[config.mk]
export PLATFORM = sky130hd
export DESIGN_NAME = main_fsm
export DESIGN_NICKNAME = d
export VERILOG_FILES = /design/src/rtl/main_fsm.sv
export SDC_FILE = /design/constraint.sdc
export NUM_CORES = 1
export LEC_CHECK = 0
export ABC_AREA = 0
export BUFFER_PORTS_ARGS = -buffer_cell sky130_fd_sc_hd__buf_2
export CAP_MARGIN = 5
export CORE_AREA = 3 3 40 42
export CTS_CLUSTER_SIZE = 10
export DETAILED_ROUTE_END_ITERATION = 12
export DIE_AREA = 0 0 43 45
export PLACE_DENSITY = 0.61
export SLEW_MARGIN = 0
export SYNTH_ARGS = -nofsm -noshare
export SYNTH_HDL_FRONTEND = slang
export SYNTH_SLANG_ARGS = --single-unit
[constraint.sdc]
create_clock -name clk -period 2.3 [get_ports clk]
set_clock_uncertainty 0.15 [all_clocks]
set_input_delay 0.69 -clock clk [delete_from_list [all_inputs] [get_ports clk]]
set_output_delay 0.69 -clock clk [all_outputs]
set_load 0.01 [all_outputs]
[src/rtl/main_fsm.sv]
// Multicycle processor control FSM: Moore sequencer that steps each instruction
// class through fetch, decode, execute and writeback, driving datapath selects and enables.
module main_fsm (
  input  logic       clk,
  input  logic       reset,
  input  logic [1:0] Op,
  input  logic [5:0] Funct,
  output logic       IRWrite,
  output logic       AdrSrc,
  output logic [1:0] ALUSrcA,
  output logic [1:0] ALUSrcB,
  output logic [1:0] ResultSrc,
  output logic       NextPC,
  output logic       RegW,
  output logic       MemW,
  output logic       Branch,
  output logic       ALUOp,
  output logic [3:0] State
);

  typedef enum logic [3:0] {
    FETCH    = 4'd0,
    DECODE   = 4'd1,
    MEMADR   = 4'd2,
    MEMRD    = 4'd3,
    MEMWB    = 4'd4,
    MEMWR    = 4'd5,
    EXECUTER = 4'd6,
    EXECUTEI = 4'd7,
    ALUWB    = 4'd8,
    BRANCH   = 4'd9,
    UNKNOWN  = 4'd10
  } state_e;

  state_e state_q, state_d;

  // Funct[4:1] carries ALU/condition detail consumed by other decoders only.
  logic unused_funct;
  assign unused_funct = ^Funct[4:1];

  always_ff @(posedge clk) begin
    if (reset) state_q <= FETCH;
    else       state_q <= state_d;
  end

  always_comb begin
    state_d = FETCH;
    case (state_q)
      FETCH:  state_d = DECODE;
      DECODE: begin
        case (Op)
          2'b00:   state_d = Funct[5] ? EXECUTEI : EXECUTER;
          2'b01:   state_d = MEMADR;
          2'b10:   state_d = BRANCH;
          default: state_d = UNKNOWN;
        endcase
      end
      MEMADR:   state_d = Funct[0] ? MEMRD : MEMWR;
      MEMRD:    state_d = MEMWB;
      EXECUTER: state_d = ALUWB;
      EXECUTEI: state_d = ALUWB;
      default:  state_d = FETCH;
    endcase
  end

  always_comb begin
    IRWrite   = 1'b0;
    AdrSrc    = 1'b0;
    ALUSrcA   = '0;
    ALUSrcB   = '0;
    ResultSrc = '0;
    NextPC    = 1'b0;
    RegW      = 1'b0;
    MemW      = 1'b0;
    Branch    = 1'b0;
    ALUOp     = 1'b0;
    case (state_q)
      FETCH: begin
        IRWrite   = 1'b1;
        NextPC    = 1'b1;
        ALUSrcA   = 2'b01;
        ALUSrcB   = 2'b10;
        ResultSrc = 2'b10;
      end
      DECODE: begin
        ALUSrcA   = 2'b01;
        ALUSrcB   = 2'b10;
        ResultSrc = 2'b10;
      end
      MEMADR: ALUSrcB = 2'b01;
      MEMRD:  AdrSrc  = 1'b1;
      MEMWB: begin
        ResultSrc = 2'b01;
        RegW      = 1'b1;
      end
      MEMWR: begin
        AdrSrc = 1'b1;
        MemW   = 1'b1;
      end
      EXECUTER: ALUOp = 1'b1;
      EXECUTEI: begin
        ALUSrcB = 2'b01;
        ALUOp   = 1'b1;
      end
      ALUWB: RegW = 1'b1;
      BRANCH: begin
        ALUSrcB   = 2'b01;
        ResultSrc = 2'b10;
        Branch    = 1'b1;
      end
      default: ;
    endcase
    // Reset gates enables immediately and parks the muxes on fetch values,
    // so nothing is written during the cycle reset is being sampled.
    if (reset) begin
      IRWrite   = 1'b0;
      NextPC    = 1'b0;
      RegW      = 1'b0;
      MemW      = 1'b0;
      Branch    = 1'b0;
      AdrSrc    = 1'b0;
      ALUSrcA   = 2'b01;
      ALUSrcB   = 2'b10;
      ResultSrc = 2'b10;
      ALUOp     = 1'b0;
    end
  end

  assign State = state_q;

endmodule

# ---- Word-level counts from Yosys, hierarchy flattened
# Index checks and enable logic that the tools add are counted.
dict set report op_classes {
  eq_ne 11
  muxes 22
  n_reduce_logical 8
}
# operator count
set ops {}
lappend ops {{$pmux 4 s5} 1}
lappend ops {{$eq 4x3->1 const B} 4}
lappend ops {{$mux 1} 14}
lappend ops {{$pmux 4 s3} 1}
lappend ops {{$eq 4x2->1 const B} 2}
lappend ops {{$eq 4x4->1 const B} 2}
lappend ops {{$pmux 2 s2} 2}
lappend ops {{$reduce_or 2->1} 4}
lappend ops {{$mux 2} 3}
lappend ops {{$reduce_or 3->1} 2}
lappend ops {{$eq 4x1->1 const B} 1}
lappend ops {{$logic_not 4->1} 1}
lappend ops {{$mux 3} 1}
lappend ops {{$eq 2x1->1 const B} 1}
lappend ops {{$eq 2x2->1 const B} 1}
lappend ops {{$logic_not 2->1} 1}
dict set report word_totals {
  reg_bits 4
  input_bits 10
  output_inout_bits 17
  word_cells 42
}

# ---- Logic depth before layout (Yosys ltp)
# Gate-level depths: netlist (run 1).
dict set report depth {
  ltp_word 4
  depth_mapped 4
  ltp_nobuf 3
}

# ---- Worst setup path before layout (run 1)
# Ideal clock, no wire load.
dict set report synth_path {
  path_type {input-to-output}
  from {input reset}
  to {output NextPC}
  arrival_ps 1409
  t_required_ps 1460
  setup_slack_ps 51
  path_stages 3
  path_buffers 1
  path_cell_list {or3_4 nor3_2 buf_4}
}
dict set report synth_between {
  elab_chain_len 1
}
# item line_no
set synth_lines {}
lappend synth_lines {{start, declared} 5} ;# input logic reset,
lappend synth_lines {{$mux 1} -}
lappend synth_lines {{end, declared} 13} ;# output logic NextPC,
# Every way passes these cells.

# ---- Final worst setup path (run 1)
dict set report layout_path {
  from {input reset}
  to {output NextPC}
}
dict set report layout_between {
  elab_chain_len 1
}
# item line_no
set layout_lines {}
lappend layout_lines {{$mux 1} 115} ;# if (reset) begin
# Every way passes these cells.

==> results of run 1 <==
==> power by group through the flow <==
stage	Combinational (mW)	Clock, mW	Sequential, mW
floorplan	0.0719	0	0.0852
detailed placement	0.0812	0	0.0976
global route	0.0985	0.100	0.102
CTS	0.0816	0.0924	0.0965
global placement	0.0803	0	0.0974
finish	0.0868	0.0871	0.0997
==> layout by cell type (no fill, tap or decap) <==
cell / count
a21boi_0: 1
a21o_1: 1
a21oi_1: 4
and3_1: 2
buf_2: 20
buf_4: 3
buf_6: 1
clkbuf_4: 3
conb_1: 1
dfxtp_1: 2
dfxtp_2: 2
inv_1: 1
nand2_1: 2
nand2b_1: 1
nand3_1: 1
nand3b_1: 3
nor2_1: 5
nor2b_2: 1
nor3_1: 3
nor3_4: 1
nor4_1: 1
o21ai_0: 3
or2_2: 1
or2b_1: 1
or3_4: 1
xnor2_1: 2
xor2_1: 1
==> cell usage after synthesis <==
library cell and instances:
a21boi_0 1, a21o_1 1, a21oi_1 4, and3_1 2, buf_2 1, buf_4 4
buf_6 2, conb_1 1, dfxtp_1 4, inv_1 1, nand2_1 2, nand2b_1 1
nand3_1 1, nand3b_1 3, nor2_1 5, nor2b_1 1, nor3_1 3, nor3_2 1
nor4_1 1, o21ai_0 3, or2_2 1, or2b_1 1, or3_4 1, xnor2_1 2
xor2_1 1
==> cell families after synthesis <==
| kind of cell | count (synthesis) | share of synthesized area [%] |
|---|---|---|
| buf+inv | 8 | 17.2 |
| flops | 4 | 22.5 |
| simple gates | 23 | 37.9 |
| other cells | 1 | 1.05 |
| xor+xnor | 3 | 7.37 |
| compound gates | 9 | 14.0 |
==> critical path, delay by kind of cell <==
kind / cells / cell delay, ps
and+or+nand+nor: 2 / 460
buffers and inverters: 2 / 260
==> metal layers <==
layer	track usage [%]	vias up
met2	13.8	14
li1	-	201
met1	13.7	155
met5	0	-
met3	2.79	0
met4	5.42	0
==> per-stage QoR <==
| step | util, % | hold WS, ps | total power [mW] | std cells |
|---|---|---|---|---|
| after global routing | 37.8 | 480 | 0.301 | 83 |
| after CTS | 35.8 | 497 | 0.270 | 82 |
| after global placement | 34.1 | 449 | 0.178 | 79 |
| after floorplan | - | 382 | 0.157 | 48 |
| final | 37.8 | 423 | 0.274 | 83 |
| after detailed placement | 34.1 | 488 | 0.179 | 79 |
==> area by class of cell <==
cell class | count | area share, %
Tap cell | 15 | 3.87
Multi-Input combinational cell | 36 | 46.1
Sequential cell | 4 | 17.0
Inverter | 1 | 0.773
Timing Repair Buffer | 24 | 27.6
Clock buffer | 3 | 4.64
==> worst min-delay path by stage <==
stage | from | endpoint | slack (ps) | depth (start not counted)
floorplan | State[1] | State[2] | 380 | 2
global placement | State[0] | State[0] | 450 | 1
detailed placement | State[0] | State[0] | 490 | 1
CTS | State[0] | State[0] | 500 | 1
global route | State[1] | State[2] | 480 | 2
finish | State[0] | State[0] | 420 | 1
==> timing repair <==
action                                  CTS  global route
buffers inserted                          0             1
endpoints found under the setup margin    0             7
resized for setup                         0             7
==> results.cfg, run 1 <==
[place]
dp_hpwl_microns = 627
place_ws_ps = 3.88
place_area_sq_um = 438
port-buffer-count = 21
gp_congestion = 0.672

[worst_setup_path]
critPathKind = in -> out
ff2ff_setup_slack_ps = 860
endpoint_kind = primary output
r2r_cells = 4
path_max_fanout = 7
critPathRequiredTime_ps = 1460
reg2reg_from = State[2]
worstSetupStartpointType = input pin
cpPeakStageDelay_ps = 340
crit_end = NextPC
crit_chain = buf_6, or3_4, nor3_4, buf_2
cp-startpoint = reset
r2r-end = State[0]
cp_data_arrival_time_ps = 1410
critPathSlowestCell = or3_4

[synthesis]
yosysTopAreaCellShare_pct = 22.5
syn_area_sq_um = 357
synth_warnings = 0
synth.distinct_cells = 25
ys_ff_latch = 4
synth_area_leaders = dfxtp_1 22%, buf_4 8.4%, buf_6 6.3%
syn_avg_cell_area_sq_um = 7.43
synth_seq_area_share_pct = 22.5
syn_inst = 48
syn_nets = 58
synth_top_cell_by_area = dfxtp_1

[route]
route.met3.wl_microns = 66
first_iter_violations = 3
via_per_inst = 4.46
vias = 370
drc = 0
wl_met1_microns = 427
met2WireLength_microns = 363
routed_wl_microns = 857
antenna_left = 0
top_layer_used = met3
drt-wirelength-per-cell_microns = 10.3
firstDrtPassIters = 4

[global_route]
grt_usage_pct = 9.90
antenna_found_initial = 0
grt_max_degree = 15
grt-ovfl-total = 0
grt_pass1_wl_microns = 1450
grt_pass1_vias = 338

[timing]
setup_viol = 0
timing.final.ws_setup_ps = 51.3
rsz0062_at_grt = false
final_max_slew_viol_count = 0
hold_violations = 0
fmax_mhz = 445
tns_ps = 0
fin_crit_ps = 2250
fin_crit_sh_pct = 97.8

[cells_and_area]
final-seq-area_sq_um = 82.6
diodes = 0
largest_register_ffs = 4
layout-drive-gt1-share_pct = 48.5
multi_input_area_sq_um = 224
n_fill_cell = 142
area_growth_pct = 36.1
final_nets = 80
fin_area_sq_um = 485

[power_and_ir_drop]
pwr-share-comb_pct = 31.7
p_sw_mw = 0.0910
p_leak_nw = 0.238
seqPwrFrac_pct = 36.4
power_density_mw_per_mm2 = 563
vdd_drop_max_mv = 0.255
clkPwrFrac_pct = 31.8
p_sw_share_pct = 33.3
internal_power_mw = 0.183

[cts]
cts.htree.levels = 1
numClockSinks = 4
postCtsHoldBufs = 0
cts_tree = yes
clk_pin_slew_ps = 40
clockBufferDepth = 2
worstSkewPairLatency_ps = 230
cts_buffers = 3
cts_root_buf = clkbuf_4

[floorplan]
core_sq_mm = 0.00128
ios = 27
initial_core_util_pct = 27.8
die_h_microns = 45
die_area_sq_mm = 0.00194
rows = 13
fp.dieW_microns = 43

[min_path]
hp-class = reg -> reg

[run_status]
outcome = completed

[job]
drv_cap = 0
No activity file was read; power rests on OpenSTA's default activity.
==> run 2, diff against run 1 <==
--- a/config.mk
+++ b/config.mk
@@ -5,14 +5,13 @@
 export SDC_FILE = /design/constraint.sdc
 export NUM_CORES = 1
 export LEC_CHECK = 0
-export ABC_AREA = 0
 export BUFFER_PORTS_ARGS = -buffer_cell sky130_fd_sc_hd__buf_2
 export CAP_MARGIN = 5
-export CORE_AREA = 3 3 40 42
+export CORE_MARGIN = 3
+export CORE_UTILIZATION = 25
 export CTS_CLUSTER_SIZE = 10
 export DETAILED_ROUTE_END_ITERATION = 12
-export DIE_AREA = 0 0 43 45
-export PLACE_DENSITY = 0.61
+export PLACE_DENSITY = 0.58
 export SLEW_MARGIN = 0
 export SYNTH_ARGS = -nofsm -noshare
 export SYNTH_HDL_FRONTEND = slang
==> results.cfg, run 2 (synthesis gave the netlist of run 1 again) <==
[cts]
cts_tree = yes
clockBufferDepth = 2
cts.htree.levels = 1
cts_root_buf = clkbuf_4
cts_buffers = 3
post_cts.repair.setup_buffers = 0
numClockSinks = 4
worstSkewPairLatency_ps = 240
clk_pin_slew_ps = 40

[worst_setup_path]
crit_chain = buf_6, or3_4, nor3_4, buf_2
critPathRequiredTime_ps = 1460
cpLargestDelayFamily = simple AND/OR/NAND/NOR gates
r2r_cells = 3
cpPeakStageDelay_ps = 340
critPathSlowestCell = or3_4
endpoint_kind = primary output
r2r-end = State[0]
cp_data_arrival_time_ps = 1400
critPathKind = in -> out
reg2reg_from = State[2]
path_max_fanout = 3
ff2ff_setup_slack_ps = 980
crit_buf_inv = 2
worstSetupStartpointType = input pin

[route]
via_per_inst = 4.75
firstDrtPassIters = 4
drc = 0
vias = 385
antenna_left = 0
first_iter_violations = 4
drt-wirelength-per-cell_microns = 11.3
routed_wl_microns = 913

[floorplan]
die_area_sq_mm = 0.00192
initial_core_util_pct = 29.3
core_sq_mm = 0.00122
fp.dieW_microns = 43.8
ios = 27
rows = 12
die_h_microns = 43.8

[min_path]
hp-class = reg -> reg
hold_start = State[0]
hold-path-cell-count = 1
worstHoldEndpoint = State[0]

[place]
dp_hpwl_microns = 670
place_ws_ps = 29.4
gp_congestion = 0.695
placedCellCount = 78
port-buffer-count = 21

[job]
drv_cap = 0

[cells_and_area]
n_fill_cell = 130
layout-drive-gt1-share_pct = 46.3
area_growth_pct = 33.0
final_cell_mix = 20 x buf_2, 5 x nor2_1, 4 x a21oi_1
final-seq-area_sq_um = 82.6
final_nets = 79
largest_register_ffs = 4
diodes = 0
multi_input_area_sq_um = 221
final_common_cell = buf_2
layout.cells.non_filler = 81

[global_route]
grt_pass1_wl_microns = 1390
grt_max_degree = 15
antenna_found_initial = 0
grt_pass1_vias = 336
grt_usage_pct = 9.32
grt-ovfl-total = 0

[timing]
timing.final.ws_setup_ps = 62.1
tns_ps = 0
hold_violations = 0
fmax_mhz = 447
final_max_slew_viol_count = 0
setup_viol = 0
fin_crit_sh_pct = 97.3
fin_crit_ps = 2240

[power_and_ir_drop]
p_leak_nw = 0.233
power_density_mw_per_mm2 = 574
vdd_drop_max_mv = 0.374

[run_status]
outcome = completed
run 2: cell count changes in the layout (fill, tap and decap cells not counted):
cell     change
buf_4        -1
nor2b_1      +1
nor2b_2      -1
run 2: final cells by class:
type                       instances  share of cell area (%)
clock buffer                       3                    4.75
tap                               14                    3.69
timing repair buffer              23                    26.6
multi-input combinational         36                    46.7
sequential                         4                    17.4
inverter                           1                   0.792
run 2: power by group:
part           total (mW)  switching, mW  internal [mW]  leakage (nW)
registers          0.0990         0.0217         0.0772        0.0335
clock network      0.0895         0.0310         0.0585        0.0138
logic              0.0838         0.0396         0.0442         0.186
total               0.272         0.0924          0.180         0.233
run 2: worst max-delay path by stage:
stage,from,end,cells after the start
floorplan,reset,NextPC,3
global placement,reset,IRWrite,4
detailed placement,reset,IRWrite,4
CTS,reset,IRWrite,4
global route,State[0],ALUSrcB[0],4
finish,reset,IRWrite,4
run 2: stage by stage:
step           total power, mW  utilization (%)  hold WS [ps]  area (sq um)
2_1_floorplan            0.157                -           382           357
6_report                 0.272             39.0           415           474
4_1_cts                  0.271             37.8           470           459
3_3_place_gp             0.179             35.9           459           437
3_5_place_dp             0.179             35.9           460           437
5_1_grt                  0.295             39.0           451           474
run 2: repair_timing:
item	CTS	global route
hold buffers	0	0
setup endpoints to repair	0	7
resized for setup	0	4
run 2: layer usage:
metal	up-vias	wire, microns	track usage, %
met3	0	85	6.22
met4	0	0	1.81
li1	198	-	-
met2	15	461	13.7
met5	-	0	0
met1	172	366	11.3
